File: src/rtl/osd_wr_arbiter_pkg.sv
// Shared constants and types for the OSD write-port arbiter.
package osd_wr_arbiter_pkg;

  localparam int unsigned OSD_WR_W       = 23;
  localparam int unsigned OSD_WR_TOG_BIT = 1;
  localparam int unsigned OSD_WR_SEL_BIT = 0;

  localparam logic OSD_SEL_TEXT = 1'b0;
  localparam logic OSD_SEL_ATTR = 1'b1;

  typedef enum logic {
    GRANT_CPU = 1'b0,
    GRANT_HW  = 1'b1
  } grant_t;

endpackage

File: src/rtl/osd_wr_fifo.sv
// Small synchronous FIFO buffering CPU writes that cannot be back-pressured.
// Pointers carry one extra wrap bit so full and empty are distinguishable.
module osd_wr_fifo #(
  parameter int unsigned WIDTH = 24,
  parameter int unsigned DEPTH = 4
) (
  input  logic             clk,
  input  logic             rst,
  input  logic             push,
  input  logic             pop,
  input  logic [WIDTH-1:0] din,
  output logic [WIDTH-1:0] dout,
  output logic             full,
  output logic             empty
);

  localparam int unsigned AW    = $clog2(DEPTH);
  localparam int unsigned PTR_W = AW + 1;

  logic [WIDTH-1:0] mem [DEPTH];
  logic [PTR_W-1:0] wr_ptr;
  logic [PTR_W-1:0] rd_ptr;

  assign empty = (wr_ptr == rd_ptr);
  assign full  = (wr_ptr[AW] != rd_ptr[AW]) && (wr_ptr[AW-1:0] == rd_ptr[AW-1:0]);
  assign dout  = mem[rd_ptr[AW-1:0]];

  // Storage array; contents need no reset since pointers define validity.
  always_ff @(posedge clk) begin
    if (push) begin
      mem[wr_ptr[AW-1:0]] <= din;
    end
  end

  // Pointer update; reset discards any buffered entries.
  always_ff @(posedge clk) begin
    if (rst) begin
      wr_ptr <= '0;
      rd_ptr <= '0;
    end else begin
      if (push) begin
        wr_ptr <= wr_ptr + PTR_W'(1);
      end
      if (pop && !empty) begin
        rd_ptr <= rd_ptr + PTR_W'(1);
      end
    end
  end

endmodule

File: src/rtl/osd_wr_arbiter.sv
// Round-robin arbiter sharing the OSD RAM write port between the CPU PIO
// write vector (toggle-strobed, FIFO-buffered) and a valid/ready HW writer.
module osd_wr_arbiter
  import osd_wr_arbiter_pkg::*;
#(
  parameter int unsigned FIFO_DEPTH = 4,
  parameter int unsigned WR_W       = OSD_WR_W
) (
  input  logic            clk,
  input  logic            rst,
  input  logic [1:0]      cpu_wrctrl_i,
  input  logic [WR_W-1:0] cpu_wrdata_i,
  input  logic            hw_valid_i,
  input  logic            hw_sel_i,
  input  logic [WR_W-1:0] hw_data_i,
  output logic            hw_ready_o,
  input  logic            hold_i,
  input  logic            ovf_clr_i,
  output logic            osd_we_o,
  output logic            osd_sel_o,
  output logic [WR_W-1:0] osd_data_o,
  output logic            ovf_o
);

  logic          tog_q;
  logic          cpu_event;
  logic          fifo_push;
  logic          fifo_full;
  logic          fifo_empty;
  logic [WR_W:0] fifo_din;
  logic [WR_W:0] fifo_dout;
  logic          grant_cpu;
  logic          grant_hw;
  logic          contended;
  logic          overflow;
  grant_t        last_grant;

  assign cpu_event = (cpu_wrctrl_i[OSD_WR_TOG_BIT] != tog_q) && !rst;
  assign fifo_din  = {cpu_wrctrl_i[OSD_WR_SEL_BIT], cpu_wrdata_i};

  // A full FIFO still accepts a write when its head leaves in the same cycle.
  assign fifo_push = cpu_event && (!fifo_full || grant_cpu);
  assign overflow  = cpu_event && fifo_full && !grant_cpu;

  assign contended  = !rst && !hold_i && !fifo_empty && hw_valid_i;
  assign hw_ready_o = grant_hw;

  osd_wr_fifo #(
    .WIDTH (WR_W + 1),
    .DEPTH (FIFO_DEPTH)
  ) u_fifo (
    .clk   (clk),
    .rst   (rst),
    .push  (fifo_push),
    .pop   (grant_cpu),
    .din   (fifo_din),
    .dout  (fifo_dout),
    .full  (fifo_full),
    .empty (fifo_empty)
  );

  // Toggle history tracks the strobe even in reset so release creates no event.
  always_ff @(posedge clk) begin
    tog_q <= cpu_wrctrl_i[OSD_WR_TOG_BIT];
  end

  // Grant decision; nothing is granted during reset or the readout window.
  always_comb begin
    grant_cpu = 1'b0;
    grant_hw  = 1'b0;
    if (!rst && !hold_i) begin
      if (contended) begin
        if (last_grant == GRANT_HW) begin
          grant_cpu = 1'b1;
        end else begin
          grant_hw = 1'b1;
        end
      end else if (!fifo_empty) begin
        grant_cpu = 1'b1;
      end else if (hw_valid_i) begin
        grant_hw = 1'b1;
      end
    end
  end

  // Round-robin memory, advanced only when both requesters compete.
  always_ff @(posedge clk) begin
    if (rst) begin
      last_grant <= GRANT_HW;
    end else if (contended) begin
      last_grant <= grant_hw ? GRANT_HW : GRANT_CPU;
    end
  end

  // Registered write port towards the OSD RAM.
  always_ff @(posedge clk) begin
    if (rst) begin
      osd_we_o   <= 1'b0;
      osd_sel_o  <= OSD_SEL_TEXT;
      osd_data_o <= '0;
    end else if (grant_cpu) begin
      osd_we_o   <= 1'b1;
      osd_sel_o  <= fifo_dout[WR_W];
      osd_data_o <= fifo_dout[WR_W-1:0];
    end else if (grant_hw) begin
      osd_we_o   <= 1'b1;
      osd_sel_o  <= hw_sel_i;
      osd_data_o <= hw_data_i;
    end else begin
      osd_we_o <= 1'b0;
    end
  end

  // Sticky overflow flag; a new overflow beats a simultaneous clear.
  always_ff @(posedge clk) begin
    if (rst) begin
      ovf_o <= 1'b0;
    end else if (overflow) begin
      ovf_o <= 1'b1;
    end else if (ovf_clr_i) begin
      ovf_o <= 1'b0;
    end
  end

endmodule

File: config.mk
export PLATFORM = sky130hd
export DESIGN_NAME = osd_wr_arbiter
export DESIGN_NICKNAME = d
export VERILOG_FILES = /design/src/rtl/osd_wr_arbiter_pkg.sv /design/src/rtl/osd_wr_fifo.sv /design/src/rtl/osd_wr_arbiter.sv
export SDC_FILE = /design/constraint.sdc
export NUM_CORES = 1
export LEC_CHECK = 0
export ABC_AREA = 1
export BUFFER_PORTS_ARGS = -buffer_cell sky130_fd_sc_hd__buf_2
export CAP_MARGIN = 30
export CORE_UTILIZATION = 40
export CTS_CLUSTER_DIAMETER = 50
export CTS_CLUSTER_SIZE = 14
export DETAILED_ROUTE_END_ITERATION = 10
export PLACE_DENSITY = 0.58
export SYNTH_ARGS = -nofsm -noshare
export SYNTH_HDL_FRONTEND = slang
export SYNTH_SLANG_ARGS = --single-unit
File: constraint.sdc
create_clock -name clk -period 2.55 [get_ports clk]
set_clock_uncertainty 0.15 [all_clocks]
set_input_delay 0.51 -clock clk [delete_from_list [all_inputs] [get_ports clk]]
set_output_delay 0.51 -clock clk [all_outputs]
set_load 0.02 [all_outputs]
Word-level counts from Yosys, hierarchy flattened --
Memory sizes are Yosys's and may differ from the RTL's. A register that Yosys moved wholly into a read port is not among the register bits. Cells that the tools add are included.
Cells by class: reductions and logical operators 17, multiplexer cells 21, $add $sub $neg 2, equality and inequality tests 4
Operator list (count):
- $mux 23 | 2
- $mux 1 | 17
- $logic_and 1x1->1 | 9
- $add 3x1->3 const B | 2
- $logic_not 1->1 | 5
- $mux 2 | 2
- $reduce_bool 2->1 | 2
- $eq 3x3->1 | 1
- $eq 2x2->1 | 1
- $ne 1x1->1 | 2
- $logic_or 1x1->1 | 1
Word-level totals: logic and storage cells 53, RAM bits 96, memories kept 1, flip-flop bits (word level) 34
Memories:
- u_fifo.mem | depth 4, width 24, read ports 1, clocked after memory_dff 1, wr ports 1, RTL line osd_wr_fifo.sv:20 | logic [WIDTH-1:0] mem [DEPTH];

Longest topological paths before layout --
Gate-level depths: netlist of the first run.
depth after elaboration 10, gate-level depth with buffers 11, gate-level depth less buffers 10

Modules after synthesis --
From an unflattened synthesis of the first run, not the netlist that was laid out.
Unflattened totals: cells, all modules 542, area total of the unflattened synthesis 5908.2 um2
By module, submodules not included:
- osd_wr_fifo | area an instance 4169.0 um2, cells each 296, instances 1
- osd_wr_arbiter | area an instance 1739.2 um2, cells each 246, instances 1

Worst setup path after synthesis of the first run --
OpenSTA, ideal clock, no wires.
path kind input-to-reg, from input port hold_i, to memory u_fifo.mem[0][0], enable pin, setup time 0.405 ns, stages on the path 5, arrival time 2.087 ns, setup slack -0.092 ns, buffers on the path 0, cells stage by stage nor2_1 > o21ai_1 > nand4_1 > nand2_1 > nor2_1
On the way: word-level cells in the longest chain between the ends 10
Ends and longest elaborated chain:
- start: declaration | RTL line osd_wr_arbiter.sv:17 | input logic hold_i,
- $logic_not 1->1 * | RTL line osd_wr_arbiter.sv:45, osd_wr_arbiter.sv:71
- $logic_and 1x1->1 * | RTL line osd_wr_arbiter.sv:45, osd_wr_arbiter.sv:71
- $logic_and 1x1->1 (2 in a row) | RTL line osd_wr_arbiter.sv:45 | assign contended = !rst && !hold_i && !fifo_empty && hw_valid_i;
- $mux 1 | RTL line osd_wr_arbiter.sv:72 | if (contended) begin
- $mux 1 * | RTL line osd_wr_arbiter.sv:71 | if (!rst && !hold_i) begin
- $logic_or 1x1->1 * | RTL line osd_wr_arbiter.sv:42 | assign fifo_push = cpu_event && (!fifo_full || grant_cpu);
- $logic_and 1x1->1 * | RTL line osd_wr_arbiter.sv:42
- $mux 1 * | RTL line osd_wr_fifo.sv:30 | if (push) begin
- $mux 1 (not written as such) * | RTL line osd_wr_fifo.sv:31 | mem[wr_ptr[AW-1:0]] <= din;
- end: declaration | RTL line osd_wr_fifo.sv:20
Mark *: on every way between the ends. The rest lies on a longest branch, timed or not.

Worst setup path in the final report of the first run --
from register u_fifo.wr_ptr[0], to output port hw_ready_o
On the way: word-level cells in the longest chain between the ends 6
Ends and longest elaborated chain:
- start: declaration | RTL line osd_wr_fifo.sv:21 | logic [PTR_W-1:0] wr_ptr;
- start signal: assignment | RTL line osd_wr_fifo.sv:42 | wr_ptr <= wr_ptr + PTR_W'(1);
- $eq 3x3->1 * | RTL line osd_wr_fifo.sv:24 | assign empty = (wr_ptr == rd_ptr);
- $logic_not 1->1 | RTL line osd_wr_arbiter.sv:45
- $logic_and 1x1->1 (2 in a row) | RTL line osd_wr_arbiter.sv:45
- $mux 1 * | RTL line osd_wr_arbiter.sv:72
- $mux 1 * | RTL line osd_wr_arbiter.sv:71
- end: declaration | RTL line osd_wr_arbiter.sv:16 | output logic hw_ready_o,
Marked as above.

==> reports/qor.yml, run 1 <==
setup_path:
  rrSetupSlack_ns: 0.59
  crit_slowest_cell: "dfxtp_1"
  crit_arrival_ns: 1.65
  critPathMaxFanout: 27
  crit_chain: "xnor2_2, nand3_4, nand2_4, nand2_8, inv_1, buf_2"
  r2r_end: "u_fifo.mem[1][2]"
  end_kind: "output pin"
  critPathLaunchType: "register"
  critPathMaxStageDelay_ns: 0.45
  crit_start: "u_fifo.wr_ptr[0]"
  rr_startpoint: "u_fifo.wr_ptr[1]"
  r2r_cells: 7
  crit_type: "reg -> out"
  required_ns: 1.89
global_routing:
  grt_overflow: 0
  grt_pass1_wl_um: 19400
  grt_max_degree: 50
  grtUsageTotal_pct: 17.3
  grt_pass1_vias: 3888
  antenna_found_initial: 0
power:
  clock_power_share_pct: 42.3
  combPwrFrac_pct: 13.3
  switching_share_pct: 25.7
  p_int_uw: 4070
  seq_power_share_pct: 44.4
  vdd_drop_max_mv: 0.462
  leakage_uw: 0.00297
  power_switching_uw: 1410
  powerDensity_nw_per_um2: 775
hold_path:
  hp-start: "cpu_wrctrl_i[1]"
  hold_path_class: "in -> reg"
  worstHoldPathCells: 1
  holdPathEnd: "tog_q"
sta:
  slew_violations: 0
  rsz0062_at_grt: "no"
  finalSetupTns_ns: 0
  finalSetupViolations: 0
  slew_headroom_pct: 60.7
  hold_viol: 0
  whs_ns: 0.0770
  worst_slew_pin_slew_ns: 0.590
  fmax_mhz: 432
  period_needed_ns: 2.31
  post-route-period-util_pct: 90.7
final_layout:
  final_common_cell: "nand2_1"
  area_delta_synth_final_pct: 20.1
  final_cell_mix: "nand2_1, edfxtp_1, buf_2"
  n_fill_cell: 1343
  n_antenna_cell: 0
  final_net_count: 737
  drive_above_1_share_pct: 25.9
  finalNonFillerCells: 871
clock_network:
  post-cts-setup-buffer-count: 0
  cts_buffer_depth: 2
  cts_root_buffer: "clkbuf_16"
  tritoncts: "built"
  hold_buffers: 0
  clock-sinks: 132
  clock_latency_ns: 0.42
  cts_made_buffers: 17
  cts_resized: 0
  clk_pin_slew_ns: 0.05
  cts_htree_levels: 4
drt:
  vias_per_cell: 4.66
  remaining_drc_errors: 0
  num_vias: 4055
  avgRoutedWirePerCell_um: 13.9
  drtIter0Drc: 224
  antenna_left: 0
  wl_um: 12100
  firstDrtPassIters: 4
synth:
  yosys_warnings: 0
  synth_fp_nets: 654
  syn-instance-count: 595
  ys_top_cells_by_area: "edfxtp_1, dfxtp_1, nand2_1"
  synth_cell_types: 27
  ys_ff_latch: 132
  synth_edf_count: 96
  synth_top_area_share_pct: 48.9
  synth_area_um2: 5890
  synth_top_cell_by_area: "edfxtp_1"
  syn-mean-instance-area_um2: 9.90
  synth_seq_area_share_pct: 61.2
  async_flop_share_pct: 0
  ys.flop_type: "edfxtp_1"
placed_design:
  gp_congestion: 0.812
  placed_cells: 839
  io_buffers: 80
  dp_hpwl_um: 7980
floorplan:
  coreArea_um2: 14100
  die_area_um2: 15200
  start_util_pct: 41.8
  io_pins: 81
  row_count: 43
  die_x_um: 123
  dieHeight_um: 123
run_status:
  outcome: "finished, final reports clean"
run:
  drv_cap: 0
-- power by group through the flow --
stage	clock network (µW)	logic, µW	registers, µW
after CTS	2370	739	2440
final	2320	727	2430
after global placement	0	723	2480
after detailed placement	0	735	2480
after floorplan	0	466	2530
after global routing	2470	821	2440
-- metal layers --
metal	up-vias	part of all wire (%)	GRT usage, %
met5	-	0	0
met4	0	0.74	7.45
met3	6	4.3	3.69
met2	73	46	26.4
met1	1858	49	23.7
li1	2118	-	-
-- through the flow --
step	setup WS, ns	power (µW)	cell area, µm²	utilization, %
after global routing	0.124	5730	7070	50.2
final	0.237	5480	7070	50.2
after CTS	0.197	5540	7070	50.2
after detailed placement	0.369	3210	6500	46.1
after global placement	0.401	3200	6500	46.1
after floorplan	-0.0923	3000	5890	-
-- worst max-delay path by stage --
stage / depth (start not counted) / slack (ns) / to
floorplan: 5 / -0.09 / u_fifo.mem[0][0]
CTS: 6 / 0.20 / hw_ready_o
finish: 6 / 0.24 / hw_ready_o
global route: 8 / 0.12 / hw_ready_o
detailed placement: 7 / 0.37 / u_fifo.mem[0][16]
global placement: 7 / 0.40 / u_fifo.mem[3][17]
-- Yosys cell counts, types with 2 or more instances --
cell type,number
nand2_1,180
edfxtp_1,96
nand3_1,52
nor2_1,41
inv_1,38
dfxtp_1,36
o21ai_0,30
o21ai_1,22
nor2_2,21
nor2_4,20
buf_2,12
clkbuf_1,10
a21oi_1,8
ha_1,5
inv_2,5
buf_4,3
nand2_4,3
buf_12,2
buf_6,2
xor2_1,2
-- critical path: cells and delay by family (launching register included) --
kind                      cells  cell delay (ns)
DFF                           1             0.45
and+or+nand+nor               3             0.38
buffers and inverters         2             0.24
xor gates and xnor gates      1             0.18
-- registers in the layout, indices dropped and copies added (netlist names), named ones only --
register       cells
osd_sel_o          1
osd_data_o        23
tog_q              1
ovf_o              1
u_fifo.mem        96
last_grant         1
u_fifo.rd_ptr      3
u_fifo.wr_ptr      3
osd_we_o           1
-- final cells by class --
cell class	instances	area [µm²]	area share [%]
sequential	132	3600	51.0
multi-input combinational	390	1950	27.5
timing repair buffer	93	561	7.93
clock buffer	19	433	6.12
tap	180	225	3.18
inverter	44	168	2.37
clock inverter	13	136	1.93
-- cell families (layout without fill, tap and decap cells) --
family | count (synthesis) | in the layout | synth area share, %
AO/OA/AOI/OAI | 61 | 61 | 5.23
XOR/XNOR | 3 | 3 | 0.574
adder cells (fa/ha/maj) | 5 | 5 | 1.06
buffers and inverters | 73 | 169 | 5.95
flip-flops | 132 | 132 | 61.2
AND/OR/NAND/NOR | 321 | 321 | 26.0
No activity file was read; power rests on OpenSTA's default activity.
==> run 2: changes to the inputs <==
--- a/config.mk
+++ b/config.mk
@@ -8,11 +8,15 @@
 export ABC_AREA = 1
 export BUFFER_PORTS_ARGS = -buffer_cell sky130_fd_sc_hd__buf_2
 export CAP_MARGIN = 30
-export CORE_UTILIZATION = 40
+export CELL_PAD_IN_SITES_DETAIL_PLACEMENT = 1
+export CELL_PAD_IN_SITES_GLOBAL_PLACEMENT = 2
+export CORE_ASPECT_RATIO = 1.2
+export CORE_UTILIZATION = 33
 export CTS_CLUSTER_DIAMETER = 50
 export CTS_CLUSTER_SIZE = 14
 export DETAILED_ROUTE_END_ITERATION = 10
-export PLACE_DENSITY = 0.58
+export PLACE_DENSITY = 0.73
+export REMOVE_ABC_BUFFERS = 1
 export SYNTH_ARGS = -nofsm -noshare
 export SYNTH_HDL_FRONTEND = slang
 export SYNTH_SLANG_ARGS = --single-unit
==> reports/qor.yml, run 2 (synthesis gave the netlist of run 1 again) <==
run_status:
  outcome: "finished with violations"  # was finished, final reports clean
  violations: "design-rule violations"
global_routing:
  grt_overflow: 0  # unchanged
  grt_max_degree: 50  # unchanged
  grt_pass1_vias: 4373  # was 3,888
  grt_pass1_wl_um: 22500  # was 19,400 µm
  antenna_found_initial: 0  # unchanged
  grtUsageTotal_pct: 16.6  # was 17.3%
final_layout:
  area_delta_synth_final_pct: 22.0  # was 20.1%
  drive_above_1_share_pct: 25.9  # about the same
  finalNonFillerCells: 914  # was 871
  n_antenna_cell: 0  # unchanged
  largest_reg_flops: 96  # unchanged
  final_net_count: 740  # was 737
  final_common_cell: "nand2_1"  # unchanged
  final_cell_mix: "nand2_1, edfxtp_1, buf_2"  # unchanged
setup_path:
  crit_chain: "xnor2_2, nand3_4, nand2_4, nand2_8, inv_1, buf_2"  # unchanged
  rr_startpoint: "u_fifo.wr_ptr[1]"  # unchanged
  end_kind: "output pin"  # unchanged
  r2r_end: "u_fifo.mem[3][15]"  # was u_fifo.mem[1][2]
  critPathMaxFanout: 16  # was 27
  critPathLaunchType: "register"  # unchanged
  required_ns: 1.89  # about the same
  crit_slowest_cell: "dfxtp_1"  # unchanged
  r2r_cells: 7  # unchanged
  crit_arrival_ns: 1.62  # was 1.65 ns
  endpoint: "hw_ready_o"  # unchanged
  crit_type: "reg -> out"  # unchanged
  rrSetupSlack_ns: 0.47  # was 0.59 ns
  crit_start: "u_fifo.wr_ptr[0]"  # unchanged
  critPathMaxStageDelay_ns: 0.46  # was 0.45 ns
clock_network:
  cts_made_buffers: 17  # unchanged
  clk_pin_slew_ns: 0.06  # was 0.05 ns
  cts_htree_levels: 4  # unchanged
  clock_latency_ns: 0.42  # about the same
  tritoncts: "built"  # unchanged
  clock-sinks: 132  # unchanged
  cts_root_buffer: "clkbuf_16"  # unchanged
  cts_resized: 0  # unchanged
  cts_buffer_depth: 2  # unchanged
sta:
  finalSetupTns_ns: 0  # unchanged
  worst_slew_pin_slew_ns: 0.903  # was 0.590 ns
  slew_violations: 0  # unchanged
  rsz0062_at_grt: "no"  # unchanged
  fmax_mhz: 439  # was 432 MHz
  finalSetupViolations: 0  # unchanged
  period_needed_ns: 2.28  # was 2.31 ns
  post-route-period-util_pct: 89.3  # was 90.7%
  slew_headroom_pct: 39.8  # was 60.7%
  hold_viol: 0  # unchanged
drt:
  firstDrtPassIters: 7  # was 4
  antenna_left: 0  # unchanged
  drtIter0Drc: 196  # was 224
  wl_um: 14400  # was 12,100 µm
  remaining_drc_errors: 2  # was 0
  num_vias: 4274  # was 4,055
  avgRoutedWirePerCell_um: 15.8  # was 13.9 µm
  vias_per_cell: 4.68  # was 4.66
power:
  leakage_uw: 0.00302  # was 0.00297 µW
  p_int_uw: 4210  # was 4070 µW
  vdd_drop_max_mv: 0.529  # was 0.462 mV
  combPwrFrac_pct: 13.5  # was 13.3%
  powerDensity_nw_per_um2: 787  # was 775 nW/µm²
  seq_power_share_pct: 43.1  # was 44.4%
  switching_share_pct: 25.5  # was 25.7%
  clock_power_share_pct: 43.4  # was 42.3%
  power_switching_uw: 1440  # was 1410 µW
placed_design:
  io_buffers: 80  # unchanged
  dp_hpwl_um: 9270  # was 7980 µm
  placed_cells: 879  # was 839
  gp_congestion: 0.749  # was 0.812
hold_path:
  hp-start: "cpu_wrctrl_i[1]"  # unchanged
  hold_path_class: "in -> reg"  # unchanged
floorplan:
  die_area_um2: 18400  # was 15,200 µm²
  io_pins: 81  # unchanged
  dieHeight_um: 148  # was 123 µm
  start_util_pct: 33.6  # was 41.8%
  die_x_um: 124  # was 123 µm
  row_count: 53  # was 43
  coreArea_um2: 17500  # was 14,100 µm²
run:
  drv_cap: 0  # unchanged
## run 2: cell count changes in the layout (fill, tap and decap cells not counted)
cell	before	now
nor2_4	20	24
clkinv_4	2	3
dfxtp_2	0	1
bufinv_16	2	3
clkbuf_1	2	5
clkbuf_8	0	1
clkinvlp_4	6	0
buf_4	8	11
dfxtp_1	36	35
nor2_2	25	21
## run 2: how the worst min path moves through the flow
stage                                   to  slack, ns  cells past startpoint
after global routing                 tog_q       0.06                      1
final                                tog_q       0.07                      1
after detailed placement             ovf_o       0.35                      2
after CTS                            tog_q       0.05                      1
after floorplan           u_fifo.wr_ptr[2]       0.32                      2
after global placement               ovf_o       0.32                      2
## run 2: per-stage QoR
step / hold WS [ns] / setup WS, ns / area [µm²] / total power (µW) / utilization, %
3_5_place_dp: 0.348 / 0.208 / 6570 / 3250 / 37.6
6_report: 0.0701 / 0.272 / 7180 / 5650 / 41.0
4_1_cts: 0.0512 / 0.0203 / 7160 / 5710 / 40.9
3_3_place_gp: 0.321 / 0.271 / 6570 / 3220 / 37.6
2_1_floorplan: 0.322 / -0.257 / 5710 / 2960 / -
5_1_grt: 0.0562 / 0.191 / 7180 / 5880 / 41.0
## run 2: worst max-delay path, delay by kind of cell (launching register included)
family / cells / cell delay, ns
xor gates and xnor gates: 1 / 0.18
buffers and inverters: 2 / 0.22
DFF: 1 / 0.46
and+or+nand+nor: 3 / 0.32
## run 2: power by group through the flow
stage	combinational, µW	sequential, µW	clock, µW
finish	765	2430	2450
global route	854	2440	2580
CTS	770	2440	2500
detailed placement	765	2480	0
global placement	748	2480	0
floorplan	410	2550	0
## run 2: repair_timing
action / in CTS / in global routing
buffers inserted: 0 / 3
hold buffers: 0 / 0
setup endpoints to repair: 0 / 1
## run 2: routing by layer
metal	global-route usage [%]	routed length, µm	vias to the layer above
li1	-	-	2120
met2	28.9	7470	65
met3	3.57	460	13
met5	0	0	-
met1	19.6	6280	2076
met4	6.73	201	0
## run 2: layout make-up
type                       count  area [µm²]
multi-input combinational    390        1970
sequential                   132        3600
clock inverter                 9         130
fill                        2018       10300
timing repair buffer          96         583
clock buffer                  23         458
inverter                      44         168
tap                          220         275
==> run 3: changes to the inputs <==
--- a/config.mk
+++ b/config.mk
@@ -15,6 +15,7 @@
 export CTS_CLUSTER_DIAMETER = 50
 export CTS_CLUSTER_SIZE = 14
 export DETAILED_ROUTE_END_ITERATION = 10
+export MAX_ROUTING_LAYER = met4
 export PLACE_DENSITY = 0.73
 export REMOVE_ABC_BUFFERS = 1
 export SYNTH_ARGS = -nofsm -noshare
==> reports/qor.yml, run 3 (synthesis gave the netlist of run 1 again) <==
final_layout:
  final_cell_mix: "nand2_1, edfxtp_1, buf_2"  # unchanged
  final_common_cell: "nand2_1"  # unchanged
  largest_reg_flops: 96  # unchanged
  drive_above_1_share_pct: 25.9  # unchanged
  fin_util_pct: 41.0  # unchanged
  final_net_count: 740  # unchanged
  area_delta_synth_final_pct: 22.0  # unchanged
  n_antenna_cell: 0  # unchanged
clock_network:
  hold_buffers: 0  # unchanged
  cts_made_buffers: 17  # unchanged
  clock_latency_ns: 0.42  # about the same
  clock-sinks: 132  # unchanged
  cts_buffer_depth: 2  # unchanged
  tritoncts: "built"  # unchanged
  cts_root_buffer: "clkbuf_16"  # unchanged
  cts_htree_levels: 4  # unchanged
  clk_pin_slew_ns: 0.06  # about the same
drt:
  wl_um: 14400  # about the same
  firstDrtPassIters: 7  # unchanged
  vias_per_cell: 4.69  # was 4.68
  num_vias: 4284  # was 4,274
  remaining_drc_errors: 2  # unchanged
  drtIter0Drc: 215  # was 196
  antenna_left: 0  # unchanged
  avgRoutedWirePerCell_um: 15.8  # about the same
setup_path:
  end_kind: "output pin"  # unchanged
  critPathMaxFanout: 16  # unchanged
  required_ns: 1.89  # about the same
  critPathLaunchType: "register"  # unchanged
  crit_arrival_ns: 1.62  # about the same
  crit_type: "reg -> out"  # unchanged
  rrSetupSlack_ns: 0.47  # about the same
sta:
  period_needed_ns: 2.28  # about the same
  whs_ns: 0.0700  # was 0.0701 ns
  worst_slew_pin_slew_ns: 0.905  # was 0.903 ns
  rsz0062_at_grt: "no"  # unchanged
  fmax_mhz: 439  # about the same
  slew_violations: 0  # unchanged
  slew_headroom_pct: 39.6  # was 39.8%
  finalSetupViolations: 0  # unchanged
  post-route-period-util_pct: 89.3  # about the same
  hold_viol: 0  # unchanged
run_status:
  violations: "design-rule violations"  # unchanged
  outcome: "finished with violations"  # unchanged
global_routing:
  grt_use_met1_pct: 19.7  # was 19.6%
  grt_pass1_wl_um: 22500  # about the same
  antenna_found_initial: 0  # unchanged
  busiest_layer: "met2"  # unchanged
  use_met3_pct: 3.45  # was 3.57%
  grt_pass1_vias: 4378  # was 4,373
  grtUsageTotal_pct: 17.1  # was 16.6%
  grt_overflow: 0  # unchanged
  grtUsageMet2_pct: 28.9  # about the same
  grt_max_degree: 50  # unchanged
placed_design:
  io_buffers: 80  # unchanged
  dp_hpwl_um: 9270  # unchanged
  gp_congestion: 0.759  # was 0.749
power:
  vdd_drop_max_mv: 0.530  # was 0.529 mV
  leakage_uw: 0.00302  # unchanged
  powerDensity_nw_per_um2: 787  # about the same
floorplan:
  die_area_um2: 18400  # unchanged
  coreArea_um2: 17500  # unchanged
  io_pins: 81  # unchanged
  dieHeight_um: 148  # unchanged
  row_count: 53  # unchanged
  start_util_pct: 33.6  # unchanged
  die_x_um: 124  # unchanged
run:
  drv_cap: 0  # unchanged
hold_path:
  hold_path_class: "in -> reg"  # unchanged
## run 3: cell counts in the layout (fill, tap and decap cells not counted)
Identical to the previous run, type by type.
## run 3: worst paths after layout
path | start | endpoint | depth (start not counted)
max reg2reg | u_fifo.wr_ptr[1] | u_fifo.mem[3][15] | 7
max | u_fifo.wr_ptr[0] | hw_ready_o | 6
min reg2reg | ovf_o | ovf_o | 2
min | cpu_wrctrl_i[1] | tog_q | 1
## run 3: power breakdown
group / switching [µW] / internal [µW] / leakage [µW] / total [µW]
clock network: 896 / 1560 / 0.000287 / 2460
registers: 37.3 / 2400 / 0.00117 / 2430
logic: 508 / 257 / 0.00156 / 765
total: 1440 / 4210 / 0.00302 / 5660
## run 3: area by class of cell
| class | count | area [µm²] |
|---|---|---|
| fill | 2018 | 10300 |
| sequential | 132 | 3600 |
| multi-input combinational | 390 | 1970 |
| timing repair buffer | 96 | 583 |
| clock buffer | 23 | 458 |
| tap | 220 | 275 |
| inverter | 44 | 168 |
| clock inverter | 9 | 130 |
## run 3: worst max-delay path: stages (launching register included)
cell and delay [ns]:
dfxtp_1 0.46, xnor2_2 0.18, nand3_4 0.12, nand2_4 0.10, nand2_8 0.10, inv_1 0.07, buf_2 0.15
## run 3: metal layers
metal	share of wire, %	vias to the layer above
met5	0	-
met4	1.4	0
met1	44	2083
met2	52	67
met3	2.7	13
li1	-	2121
## run 3: per-stage QoR
stage	cells	setup TNS [ns]	total power [µW]	cell area, µm²	worst slack (ns)
global placement	879	0	3220	6570	0.271
detailed placement	879	0	3250	6570	0.208
floorplan	566	-24.67	2960	5710	-0.257
finish	914	0	5660	7180	0.272
CTS	911	0	5710	7160	0.0203
global route	914	0	5880	7180	0.191
## run 3: timing repair
| item | CTS | global route |
|---|---|---|
| endpoints found under the setup margin | 0 | 1 |
| setup buffers | 0 | 3 |
| resized for setup | 0 | 0 |
